<file path="src/rtl/cdb_arbiter_if.sv">
// Result bus between the functional units and the CDB arbiter.
// Defaults SCALAR_WIDTH/PREG_IDX_WIDTH unless the defines header set them.
`ifndef SCALAR_WIDTH
`define SCALAR_WIDTH 2
`endif
`ifndef PREG_IDX_WIDTH
`define PREG_IDX_WIDTH 6
`endif

interface cdb_arbiter_if #(
  parameter int NUM_FU = 4,
  parameter int XLEN   = 32
);
  localparam int SW = `SCALAR_WIDTH;
  localparam int PW = `PREG_IDX_WIDTH;

  logic                            squash;
  logic [NUM_FU-1:0]               fu_valid;
  logic [NUM_FU-1:0][PW-1:0]       fu_tag;
  logic [NUM_FU-1:0][XLEN-1:0]     fu_value;
  logic [NUM_FU-1:0]               fu_ready;
  logic [SW-1:0]                   cdb_valid;
  logic [SW-1:0][PW-1:0]           cdb_tag;
  logic [SW-1:0][XLEN-1:0]         cdb_value;

  modport master (
    output squash, fu_valid, fu_tag, fu_value,
    input  fu_ready, cdb_valid, cdb_tag, cdb_value
  );

  modport slave (
    input  squash, fu_valid, fu_tag, fu_value,
    output fu_ready, cdb_valid, cdb_tag, cdb_value
  );
endinterface

</file>
<file path="src/rtl/cdb_arbiter.sv">
// CDB arbiter: per-FU hold buffers, up to SCALAR_WIDTH broadcasts per cycle.
// CDB_ROUND_ROBIN_EN selects round-robin; otherwise fixed low-index priority.
`ifndef SCALAR_WIDTH
`define SCALAR_WIDTH 2
`endif
`ifndef PREG_IDX_WIDTH
`define PREG_IDX_WIDTH 6
`endif

module cdb_arbiter #(
  parameter int NUM_FU = 4,
  parameter int XLEN   = 32
) (
  input  logic          clock,
  input  logic          reset,
  cdb_arbiter_if.slave  bus
);
  localparam int SW = `SCALAR_WIDTH;
  localparam int PW = `PREG_IDX_WIDTH;
  localparam int IW = (NUM_FU > 1) ? $clog2(NUM_FU) : 1;

  logic [NUM_FU-1:0]           hold_valid;
  logic [NUM_FU-1:0][PW-1:0]   hold_tag;
  logic [NUM_FU-1:0][XLEN-1:0] hold_value;

  logic [NUM_FU-1:0]           grant;
  logic [SW-1:0]               lane_hit;
  logic [SW-1:0][IW-1:0]       lane_idx;
  logic [IW-1:0]               last_idx;
  logic [IW-1:0]               base;
  logic [NUM_FU-1:0]           fu_ready;

  logic [SW-1:0]               cdb_valid;
  logic [SW-1:0][PW-1:0]       cdb_tag;
  logic [SW-1:0][XLEN-1:0]     cdb_value;

  function automatic logic [IW-1:0] wrap_idx(
    input logic [IW-1:0] p,
    input int            k
  );
    int s;
    s = int'(p) + k;
    if (s >= NUM_FU) s = s - NUM_FU;
    return IW'(s);
  endfunction

`ifdef CDB_ROUND_ROBIN_EN
  logic [IW-1:0] rr_ptr;

  // Move the search start just past the last FU granted.
  always_ff @(posedge clock or negedge reset) begin
    if (!reset) begin
      rr_ptr <= '0;
    end else if (!bus.squash && lane_hit[0]) begin
      rr_ptr <= wrap_idx(last_idx, 1);
    end
  end

  assign base = rr_ptr;
`else
  assign base = '0;
`endif

  // Walk FUs from base, filling lanes in order with held results.
  always_comb begin
    logic          taken;
    logic [IW-1:0] idx;
    grant    = '0;
    lane_hit = '0;
    lane_idx = '0;
    last_idx = '0;
    taken    = 1'b0;
    idx      = '0;
    for (int k = 0; k < NUM_FU; k++) begin
      idx   = wrap_idx(base, k);
      taken = 1'b0;
      for (int l = 0; l < SW; l++) begin
        if (hold_valid[idx] && !taken && !lane_hit[l]) begin
          lane_hit[l] = 1'b1;
          lane_idx[l] = idx;
          grant[idx]  = 1'b1;
          last_idx    = idx;
          taken       = 1'b1;
        end
      end
    end
  end

  // An entry leaving this cycle frees its slot for a same-cycle refill.
  assign fu_ready     = bus.squash ? '0 : (~hold_valid | grant);
  assign bus.fu_ready = fu_ready;

  // Capture offered results; drop entries once they are broadcast.
  always_ff @(posedge clock or negedge reset) begin
    if (!reset) begin
      hold_valid <= '0;
      hold_tag   <= '0;
      hold_value <= '0;
    end else if (bus.squash) begin
      hold_valid <= '0;
    end else begin
      for (int i = 0; i < NUM_FU; i++) begin
        if (bus.fu_valid[i] && fu_ready[i]) begin
          hold_valid[i] <= 1'b1;
          hold_tag[i]   <= bus.fu_tag[i];
          hold_value[i] <= bus.fu_value[i];
        end else if (grant[i]) begin
          hold_valid[i] <= 1'b0;
        end
      end
    end
  end

  // Register the granted entries onto the broadcast lanes.
  always_ff @(posedge clock or negedge reset) begin
    if (!reset) begin
      cdb_valid <= '0;
      cdb_tag   <= '0;
      cdb_value <= '0;
    end else if (bus.squash) begin
      cdb_valid <= '0;
      cdb_tag   <= '0;
      cdb_value <= '0;
    end else begin
      for (int l = 0; l < SW; l++) begin
        cdb_valid[l] <= lane_hit[l];
        cdb_tag[l]   <= lane_hit[l] ? hold_tag[lane_idx[l]] : '0;
        cdb_value[l] <= lane_hit[l] ? hold_value[lane_idx[l]] : '0;
      end
    end
  end

  assign bus.cdb_valid = cdb_valid;
  assign bus.cdb_tag   = cdb_tag;
  assign bus.cdb_value = cdb_value;

endmodule

</file>
<file path="src/flat_wrapper.sv">
// flat-port wrapper written by rule: the top's interface ports become plain ports
module cdb_arbiter_flat 
#(
  parameter int NUM_FU = 4,
  parameter int XLEN   = 32
)
  (clock, reset, bus_squash, bus_fu_valid, bus_fu_tag, bus_fu_value, bus_fu_ready, bus_cdb_valid, bus_cdb_tag, bus_cdb_value);
  cdb_arbiter_if #(.NUM_FU(NUM_FU), .XLEN(XLEN)) bus_i ();
  input  logic clock;
  input  logic reset;
  input wire logic [$bits(bus_i.squash)-1:0] bus_squash;
  input wire logic [$bits(bus_i.fu_valid)-1:0] bus_fu_valid;
  input wire logic [$bits(bus_i.fu_tag)-1:0] bus_fu_tag;
  input wire logic [$bits(bus_i.fu_value)-1:0] bus_fu_value;
  output wire logic [$bits(bus_i.fu_ready)-1:0] bus_fu_ready;
  output wire logic [$bits(bus_i.cdb_valid)-1:0] bus_cdb_valid;
  output wire logic [$bits(bus_i.cdb_tag)-1:0] bus_cdb_tag;
  output wire logic [$bits(bus_i.cdb_value)-1:0] bus_cdb_value;
  assign bus_i.squash = bus_squash;
  assign bus_i.fu_valid = bus_fu_valid;
  assign bus_i.fu_tag = bus_fu_tag;
  assign bus_i.fu_value = bus_fu_value;
  assign bus_fu_ready = bus_i.fu_ready;
  assign bus_cdb_valid = bus_i.cdb_valid;
  assign bus_cdb_tag = bus_i.cdb_tag;
  assign bus_cdb_value = bus_i.cdb_value;
  cdb_arbiter #(.NUM_FU(NUM_FU), .XLEN(XLEN)) u_core (.clock(clock), .reset(reset), .bus(bus_i));
endmodule
</file>
<file path="config.mk">
export PLATFORM = sky130hd
export DESIGN_NAME = cdb_arbiter_flat
export DESIGN_NICKNAME = d
export VERILOG_FILES = /design/src/rtl/cdb_arbiter_if.sv /design/src/rtl/cdb_arbiter.sv /design/src/flat_wrapper.sv
export SDC_FILE = /design/constraint.sdc
export NUM_CORES = 1
export LEC_CHECK = 0
export BUFFER_PORTS_ARGS = -buffer_cell sky130_fd_sc_hd__buf_2
export CAP_MARGIN = 10
export CORE_UTILIZATION = 58
export DETAILED_ROUTE_END_ITERATION = 10
export PLACE_DENSITY = 0.85
export SYNTH_ARGS = -nofsm -noshare
export SYNTH_HDL_FRONTEND = slang
export SYNTH_SLANG_ARGS = --single-unit
</file>
<file path="constraint.sdc">
create_clock -name clock -period 4.4 [get_ports clock]
set_clock_uncertainty 0.05 [all_clocks]
set_input_delay 0.88 -clock clock [delete_from_list [all_inputs] [get_ports clock]]
set_output_delay 0.88 -clock clock [all_outputs]
set_load 0.005 [all_outputs]
</file>
==> results of run 1 <==
==> flip-flops by register name, indices dropped and copies added, names as in the netlist <==
signal / count
u_core.hold_valid: 4
u_core.bus.cdb_tag: 12
u_core.hold_value: 128
u_core.bus.cdb_value: 64
u_core.bus.cdb_valid: 2
u_core.hold_tag: 24
==> area by class of cell <==
class	count	area [µm²]
Sequential cell	234	5860
Fill cell	1227	4970
Multi-Input combinational cell	517	4080
Timing Repair Buffer	254	1330
Clock buffer	37	721
Tap cell	225	282
Inverter	6	22.5
Clock inverter	3	18.8
Antenna cell	6	15.0
==> power groups by stage <==
stage	sequential (µW)	clock [µW]	combinational, µW
after floorplan	2600	0	487
after global placement	2660	0	733
after detailed placement	2670	0	760
after CTS	2640	1940	766
after global routing	2680	2020	830
final	2650	1920	764
==> Yosys cell counts, types with 6 or more instances <==
master / count / area, µm²
dfrtp_1: 234 / 5860
nand2_1: 77 / 289
a21o_1: 38 / 285
a31oi_1: 39 / 244
clkbuf_1: 23 / 86.3
mux2_4: 20 / 300
buf_2: 31 / 155
buf_4: 8 / 60.1
buf_1: 9 / 33.8
o21ai_0: 36 / 180
mux2_2: 132 / 1490
a211oi_1: 38 / 285
inv_1: 6 / 22.5
o22ai_1: 76 / 475
nand3b_1: 38 / 285
==> cell families (layout without fill, tap and decap cells) <==
logic type      count (synthesis)  after routing
fa+ha+maj                       2              2
simple gates                  128            128
mux                           152            152
flops                         234            234
buf+inv                        82            300
xor+xnor                        1              1
other cells                     0              6
compound gates                234            234
==> worst paths after layout <==
check	from	to	slack, ns	depth (start not counted)
max in group asynchronous	reset	u_core.hold_valid[0]	2.94	2
setup reg to reg	u_core.hold_valid[2]	u_core.bus.cdb_value[59]	1.37	4
hold / removal	reset	u_core.hold_value[3]	0.28	1
setup / recovery	u_core.hold_valid[2]	bus_fu_ready[3]	1.10	4
hold reg to reg	u_core.hold_tag[5]	u_core.hold_tag[5]	0.45	1
min in group clock	u_core.hold_tag[5]	u_core.hold_tag[5]	0.45	1
==> layout by cell type, fill, tap and decap left out, types with 6 or more instances in the layout <==
| cell | synthesis | final |
|---|---|---|
| a21o_1 | 38 | 38 |
| nand2_1 | 77 | 76 |
| diode_2 | 0 | 6 |
| mux2_2 | 132 | 132 |
| o21ai_0 | 36 | 36 |
| dfrtp_1 | 234 | 231 |
| mux2_4 | 20 | 20 |
| o22ai_1 | 76 | 76 |
| clkbuf_1 | 23 | 7 |
| a211oi_1 | 38 | 38 |
| clkbuf_16 | 0 | 25 |
| a31oi_1 | 39 | 39 |
| nand3b_1 | 38 | 38 |
| buf_2 | 31 | 239 |
| buf_4 | 8 | 13 |
==> critical path, cell delays in order (launching register included) <==
cell	delay [ns]
dfrtp_2	1.01
maj3_2	0.45
and2_1	0.22
nor2_1	0.05
buf_2	0.13
==> per-layer routing <==
layer	part of all wire (%)	vias up	wire, µm
li1	-	3467	-
met1	39	3982	11300
met2	49	483	14100
met3	9.2	74	2670
met4	2.9	0	844
met5	0	-	0
==> through the flow <==
step                      power (µW)  utilization [%]
after global placement          3390             66.9
after floorplan                 3090                -
after detailed placement        3430             66.9
final                           5340             71.3
after global routing            5530             71.2
after CTS                       5340             71.2
==> run metrics, run 1 <==
status=complete, no violations; total congestion overflow=0; first-pass GRT wire length=44800 µm; Tot GR Track Use=32.3%; unrepaired setup endpoints after global routing=false; CTS tree=yes; Compound-Gate Fraction of Synth Area=14.8%; Post-synth ARST share=100%; Post-Syn Instances=833; Synth Area in XOR/XNOR=0.0853%; worst skew pair latency=0.50 ns; Seq pwr share=49.7%; Crit path required time=3.47 ns; mapped cell area=0.0103 mm²; Mapped Nets=992; Slew @ Worst Pin=1.20 ns; Slew HR=19.5%; hpwl dp=17900 µm; max-slew violations=0; Post-DP Area=0.0116 mm²; # rows=48; # setup viols final=0; worst setup margin=1.10 ns; net switching power=1390 µW; Critical Setup Path Class=flop to output pin; pwr/cell area=433 mW/mm²; DIE AREA=0.0182 mm²; Pleak=0.00566 µW; #FFs+latches synth=234; sequential-to-total area share from yosys stat=57.0%; Internal Power=3940 µW; GRT Max-Usage Layer=met2; Top-Level Pins=241; Iter 0 DRT Violations=661; Tmin final=3.30 ns; Post-Layout Inst Area=0.0123 mm²; final number of hold-violating endpoints=0; H-Tree Level Count=1; routability congestion estimate=0.813; Worst EP arrival=2.37 ns; Die H=135 µm; M1 GR Usage=42.5%; PortBufs=240; Comb pwr share=14.3%; GRT met3 Usage=6.16%; antenna violations before repair=6; drt first pass iters=5; Sw Share=26.1%; Avg Inst Size Synth=12.3 µm²; Simple-Gate Fraction of Synth Area=6.37%; Fin Hold WS=0.278 ns; main combinational cell family by area after synthesis=multiplexers; clk slew on worst S/H paths=0.06 ns; Vias=8006; fmax=303 MHz; CP endpoint kind=output pin; final net count=1197; pre-CTS setup slack=1.45 ns; number of synthesized flops with an enable pin=0; clock tree root buffer cell=clkbuf_16; Final Cycle Share=74.9%; pin count of the biggest net entering global routing=114; post-CTS setup buffer count=0; DR DRC count=0; Sink Count=234; Post-CTS Hold Buffers=0; post-synthesis mux area share=17.4%; Worst VDD drop=0.335 mV; worst min path class=primary input to async pin; Initial Utilization=59.4%; Clock Tree Buf Depth=3; Core Area=0.0173 mm²; Avg WL per Cell=22.5 µm; fin cells=1282; final WL=28900 µm; met2 layer usage reported by global route=52.9%; clock power share=36.0%; Adder-Cell Fraction of Synth Area=0.207%; vias in the first global route=8272; post-route antenna net violation count=0; synthesis-to-layout area growth=20.0%; Crit Path Max Fanout=52; Cells after DPL=1236; Distinct cells, synth=35; Resized cells post-CTS=0; Yosys warnings=0; Die Wd=135 µm; crit start category=flop; Num CTS Buffers=25; Vias/cell=6.24; Synth Flop Type=dfrtp_1; Setup TNS Final=0 ns; Max Cap Viol=0; layout cells sized above 1=43.5%
Power figures use the tool's default switching activity.
==> run 2, diff against run 1 <==
Settings changed: CORE_UTILIZATION 58 to 54, PLACE_DENSITY 0.85 to 0.8.
Clock period 4.4 ns to 3.2 ns, I/O delays scaled along.
==> run 2 against run 1 <==
Net effect:
- sequential share of layout area fell by 1.1 points
- combinational power is 41% higher
- core utilization decreased by 3.6 points
- count of clock-buffer cells in the layout fell by 3
- first-iteration DRC count is 25% lower
- routed wire length shrank 1.3%
- die area increased by 7.3%
- design area is 2.4% higher
- critical path depth fell by 1
- worst hold slack got worse by 0.22 ns
==> run metrics, run 2 (synthesis gave the netlist of run 1 again) <==
status=complete, no violations (unchanged); DR DRC count=0 (unchanged); max-slew violations=0 (unchanged); R2R Path Start=u_core.hold_valid[2] (unchanged); slowest stage delay, CP=0.77 ns (was 1.01 ns); worst skew pair latency=0.51 ns (was 0.50 ns); Avg WL per Cell=21.9 µm (was 22.5 µm); first-pass GRT wire length=44600 µm (was 44800 µm); CTS tree=yes (unchanged); H-Tree Level Count=1 (unchanged); Tmin final=2.73 ns; RR Endpoint=u_core.bus.cdb_value[52] (was u_core.bus.cdb_value[59]); max FFs per register=128 (unchanged); Setup TNS Final=0 ns (unchanged); total congestion overflow=0 (unchanged); vias in the first global route=8093 (was 8272); final WL=28500 µm (was 28900 µm); Core Area=0.0186 mm² (was 0.0173 mm²); drt first pass iters=4 (was 5); Slew HR=34.8% (was 19.5%); Largest regs=u_core.hold_value x128, u_core.bus.cdb_value x64, u_core.hold_tag x24 (unchanged); layout cells sized above 1=44.7% (was 43.5%); pwr/cell area=619 mW/mm² (was 433 mW/mm²); Final Cycle Share=85.2%; Initial Utilization=55.1% (was 59.4%); final number of hold-violating endpoints=0 (unchanged); Tot GR Track Use=29.5% (was 32.3%); Crit path depth=3 (was 4); Top-Level Pins=241 (unchanged); Sink Count=234 (unchanged); clk slew on worst S/H paths=0.06 ns (about the same); crit path to=bus_fu_ready[2] (was bus_fu_ready[3]); post-route antenna net violation count=0 (unchanged); crit start category=flop (unchanged); crit path max-delay cell type=dfrtp_2 (unchanged); # rows=50 (was 48); Num CTS Buffers=25 (unchanged); met2 layer usage reported by global route=46.7% (was 52.9%); top cell family by delay on the critical path=flip-flops (unchanged); crit-path cells=buf_4 > a31oi_1 > buf_2 (was maj3_2 > and2_1 > nor2_1 > buf_2); Iter 0 DRT Violations=497 (was 661); Crit Path Max Fanout=37 (was 52); hpwl dp=18100 µm (was 17900 µm); GRT met3 Usage=5.47% (was 6.16%); # setup viols final=0 (unchanged); M1 GR Usage=40.5% (was 42.5%); Post-CTS Hold Buffers=0 (unchanged); Crit path required time=2.51 ns (was 3.47 ns); Critical Setup Path Class=flop to output pin (unchanged); PortBufs=240 (unchanged); worst reg-to-reg setup slack=0.90 ns (was 1.37 ns); CP endpoint kind=output pin (unchanged); antenna violations before repair=3 (was 6); commonest non-fill, non-tap cells in the layout=buf_2 (239), dfrtp_1 (231), mux2_2 (132) (unchanged); Vias=7998 (was 8006); register name with the most flops=u_core.hold_value (unchanged); routability congestion estimate=0.816 (was 0.813); Critical path origin=u_core.hold_valid[2] (unchanged); Post-Layout Inst Area=0.0126 mm² (was 0.0123 mm²); clock tree root buffer cell=clkbuf_16 (unchanged); Die H=140 µm (was 135 µm); post-CTS setup buffer count=0 (unchanged); Pleak=0.00582 µW (was 0.00566 µW); pin count of the biggest net entering global routing=87 (was 114); CP Buf/Inv Count=2 (was 1); Die Wd=140 µm (was 135 µm); final net count=1210 (was 1197); commonest non-fill, non-tap cell in the layout=buf_2 (unchanged); Max Cap Viol=0 (unchanged); Slew @ Worst Pin=0.975 ns (was 1.20 ns); Worst VDD drop=0.538 mV (was 0.335 mV); DIE AREA=0.0196 mm² (was 0.0182 mm²); synthesis-to-layout area growth=22.9% (was 20.0%); unrepaired setup endpoints after global routing=false (unchanged); Resized cells post-CTS=0 (unchanged); worst min path class=primary input to async pin (unchanged); fmax=367 MHz; R2R cell count=4 (unchanged); Post-DP Area=0.0117 mm² (was 0.0116 mm²); GRT Max-Usage Layer=met2 (unchanged); Clock Tree Buf Depth=3 (unchanged); Vias/cell=6.13 (was 6.24); Worst EP arrival=2.04 ns (was 2.37 ns)
[run 2: routing by layer]
layer / up-vias / wire length [µm]
met5: - / 10
met3: 63 / 2400
met2: 437 / 13600
li1: 3495 / -
met4: 2 / 920
met1: 4001 / 11600
[run 2: how the worst min path moves through the flow]
stage	endpoint	cells past startpoint	from
after CTS	u_core.hold_value[34]	1	reset
final	u_core.hold_value[34]	1	reset
after global routing	u_core.hold_value[37]	1	reset
after global placement	u_core.hold_value[31]	1	u_core.hold_value[31]
after detailed placement	u_core.hold_value[30]	1	u_core.hold_value[30]
after floorplan	u_core.bus.cdb_tag[0]	0	reset
[run 2: area by class of cell]
type	instances	area, µm²
clock inverters	11	180
repair buffers	267	1480
well taps	234	293
inverters	6	22.5
diodes	1	2.50
multi-input cells	517	4080
fillers	1338	6020
clock buffers	34	709
flip-flops and latches	234	5860
[run 2: where the power goes]
| group | switching [µW] | internal [µW] |
|---|---|---|
| Combinational | 510 | 565 |
| Sequential | 299 | 3330 |
| Clock | 1150 | 1950 |
[run 2: through the flow]
stage / cells / hold slack (ns) / total power (µW) / util (%) / setup WS, ns
5_1_grt: 1304 / 0.114 / 8090 / 67.7 / 0.365
6_report: 1304 / 0.0591 / 7810 / 67.7 / 0.475
2_1_floorplan: 833 / 0.294 / 4240 / - / 1.36
4_1_cts: 1303 / 0.101 / 7820 / 67.7 / 0.452
3_5_place_dp: 1258 / 0.440 / 4740 / 62.9 / 0.948
3_3_place_gp: 1258 / 0.433 / 4690 / 62.9 / 0.975
==> run 3, diff against run 2 <==
Settings changed: PLACE_DENSITY 0.8 to 0.84.
==> run 3 against run 2 <==
Net effect:
- combinational power about the same
- sequential share of layout area rose by 0.28 points
- worst hold slack improved by 0.012 ns
- highest routed layer unchanged
==> run metrics, run 3 (synthesis gave the netlist of run 1 again) <==
Clock Tree Buf Depth=3 (unchanged); total congestion overflow=0 (unchanged); H-Tree Level Count=1 (unchanged); worst reg-to-reg setup slack=0.88 ns (was 0.90 ns); crit path to=bus_fu_ready[3] (was bus_fu_ready[2]); layout cells sized above 1=44.0% (was 44.7%); register name with the most flops=u_core.hold_value (unchanged); Fin Hold WS=0.0712 ns (was 0.0591 ns); Tmin final=2.74 ns (was 2.73 ns); max-slew violations=0 (unchanged); slowest stage delay, CP=0.81 ns (was 0.77 ns); status=complete, no violations (unchanged); Sink Count=234 (unchanged); Internal Power=5580 µW (was 5850 µW); Slew @ Worst Pin=0.912 ns (was 0.975 ns); Crit path required time=2.51 ns (about the same); Die Wd=140 µm (unchanged); # rows=50 (unchanged); Seq pwr share=48.4% (was 46.5%); Worst EP arrival=2.05 ns (was 2.04 ns); worst min path class=primary input to async pin (unchanged); R2R cell count=4 (unchanged); Post-Layout Inst Area=0.0125 mm² (was 0.0126 mm²); Max Cap Viol=0 (unchanged); CTS tree=yes (unchanged); antenna violations before repair=2 (was 3); worst skew pair latency=0.51 ns (about the same); clock power share=37.2% (was 39.7%); commonest non-fill, non-tap cells in the layout=buf_2 (239), dfrtp_1 (231), mux2_2 (132) (unchanged); number of fill cells=1365 (was 1338); PortBufs=240 (unchanged); synthesis-to-layout area growth=22.1% (was 22.9%); Sw Share=25.7% (was 25.1%); Resized cells post-CTS=0 (unchanged); DR DRC count=0 (unchanged); DIE AREA=0.0196 mm² (unchanged); Top-Level Pins=241 (unchanged); Vias/cell=6.16 (was 6.13); post-CTS setup buffer count=0 (unchanged); final net count=1208 (was 1210); Comb pwr share=14.4% (was 13.8%); Slew HR=39.0% (was 34.8%); Worst VDD drop=0.385 mV (was 0.538 mV); Die H=140 µm (unchanged); commonest non-fill, non-tap cell in the layout=buf_2 (unchanged); Crit path depth=4 (was 3); first-pass GRT wire length=44900 µm (was 44600 µm); pwr/cell area=598 mW/mm² (was 619 mW/mm²); Core Area=0.0186 mm² (unchanged); Critical Setup Path Class=flop to output pin (unchanged); Post-CTS Hold Buffers=0 (unchanged); Power Total=7500 µW (was 7810 µW); Tot GR Track Use=29.6% (was 29.5%); Setup TNS Final=0 ns (unchanged); fmax=365 MHz (was 367 MHz); Pleak=0.00577 µW (was 0.00582 µW); final WL=28700 µm (was 28500 µm); CP endpoint kind=output pin (unchanged); vias in the first global route=8115 (was 8093); top cell family by delay on the critical path=flip-flops (unchanged); clock tree root buffer cell=clkbuf_16 (unchanged); Post-DP Area=0.0118 mm² (was 0.0117 mm²); crit-path cells=maj3_2 > and2_1 > nor2_1 > buf_2 (was buf_4 > a31oi_1 > buf_2); crit path max-delay cell type=dfrtp_2 (unchanged); Crit Path Max Fanout=31 (was 37); hpwl dp=18700 µm (was 18100 µm); Vias=8014 (was 7998); Num CTS Buffers=25 (unchanged); net switching power=1930 µW (was 1960 µW); unrepaired setup endpoints after global routing=false (unchanged); Largest regs=u_core.hold_value x128, u_core.bus.cdb_value x64, u_core.hold_tag x24 (unchanged); Avg WL per Cell=22.1 µm (was 21.9 µm); RR Endpoint=u_core.bus.cdb_value[24] (was u_core.bus.cdb_value[52]); # setup viols final=0 (unchanged); max FFs per register=128 (unchanged); R2R Path Start=u_core.hold_valid[0] (was u_core.hold_valid[2]); final number of hold-violating endpoints=0 (unchanged); Final Cycle Share=85.6% (was 85.2%); routability congestion estimate=0.800 (was 0.816); CP Buf/Inv Count=1 (was 2); Critical path origin=u_core.hold_valid[0] (was u_core.hold_valid[2]); post-route antenna net violation count=0 (unchanged); Iter 0 DRT Violations=709 (was 497); pin count of the biggest net entering global routing=86 (was 87); Initial Utilization=55.1% (unchanged); crit start category=flop (unchanged); clk slew on worst S/H paths=0.06 ns (about the same); drt first pass iters=5 (was 4)
run 3: changes by cell type in the layout (fill, tap and decap cells not counted):
cell,delta
buf_4,-5
clkbuf_1,+5
clkinv_2,-5
bufinv_16,-4
buf_12,+3
clkbuf_8,+2
run 3: worst reg2reg max path: stages, from the launching register on:
cell	delay [ns]
dfrtp_2	0.66
or3_1	0.54
o21ai_4	0.57
buf_12	0.27
a31oi_1	0.09
run 3: final cells by class:
| type | count | area, µm² | area share, % |
|---|---|---|---|
| inverters | 6 | 22.5 | 0.180 |
| clock buffers | 41 | 756 | 6.02 |
| flip-flops and latches | 234 | 5860 | 46.7 |
| well taps | 234 | 293 | 2.33 |
| repair buffers | 265 | 1500 | 11.9 |
| multi-input cells | 517 | 4080 | 32.5 |
| clock inverters | 2 | 35.0 | 0.279 |
| diodes | 1 | 2.50 | 0.0199 |
run 3: power by group through the flow:
| stage | sequential, µW | clock (µW) | combinational [µW] |
|---|---|---|---|
| 2_1_floorplan | 3570 | 0 | 669 |
| 3_3_place_gp | 3650 | 0 | 1030 |
| 3_5_place_dp | 3660 | 0 | 1070 |
| 4_1_cts | 3620 | 2820 | 1090 |
| 5_1_grt | 3670 | 2940 | 1170 |
| 6_report | 3630 | 2790 | 1080 |
run 3: how the worst min path moves through the flow:
stage | slack (ns) | cells after the start | to
2_1_floorplan | 0.29 | 0 | u_core.bus.cdb_tag[0]
5_1_grt | 0.12 | 1 | u_core.hold_tag[8]
4_1_cts | 0.1 | 1 | u_core.bus.cdb_value[58]
3_3_place_gp | 0.43 | 1 | u_core.hold_tag[3]
6_report | 0.07 | 1 | u_core.hold_tag[7]
3_5_place_dp | 0.44 | 1 | u_core.hold_tag[4]
run 3: per-stage QoR:
step	util, %	worst slack [ns]	std cells
6_report	67.3	0.461	1300
4_1_cts	67.3	0.462	1299
3_5_place_dp	63.0	0.906	1256
3_3_place_gp	63.0	0.919	1256
2_1_floorplan	-	1.36	833
5_1_grt	67.3	0.381	1300
run 3: routing by layer:
layer  vias to the layer above  wire length (µm)  track usage [%]
met5                         -                 8                0
met2                       458             13800             47.7
met4                         2               769             10.2
met1                      3987             11700             40.7
li1                       3506                 -                -
met3                        61              2530             5.26
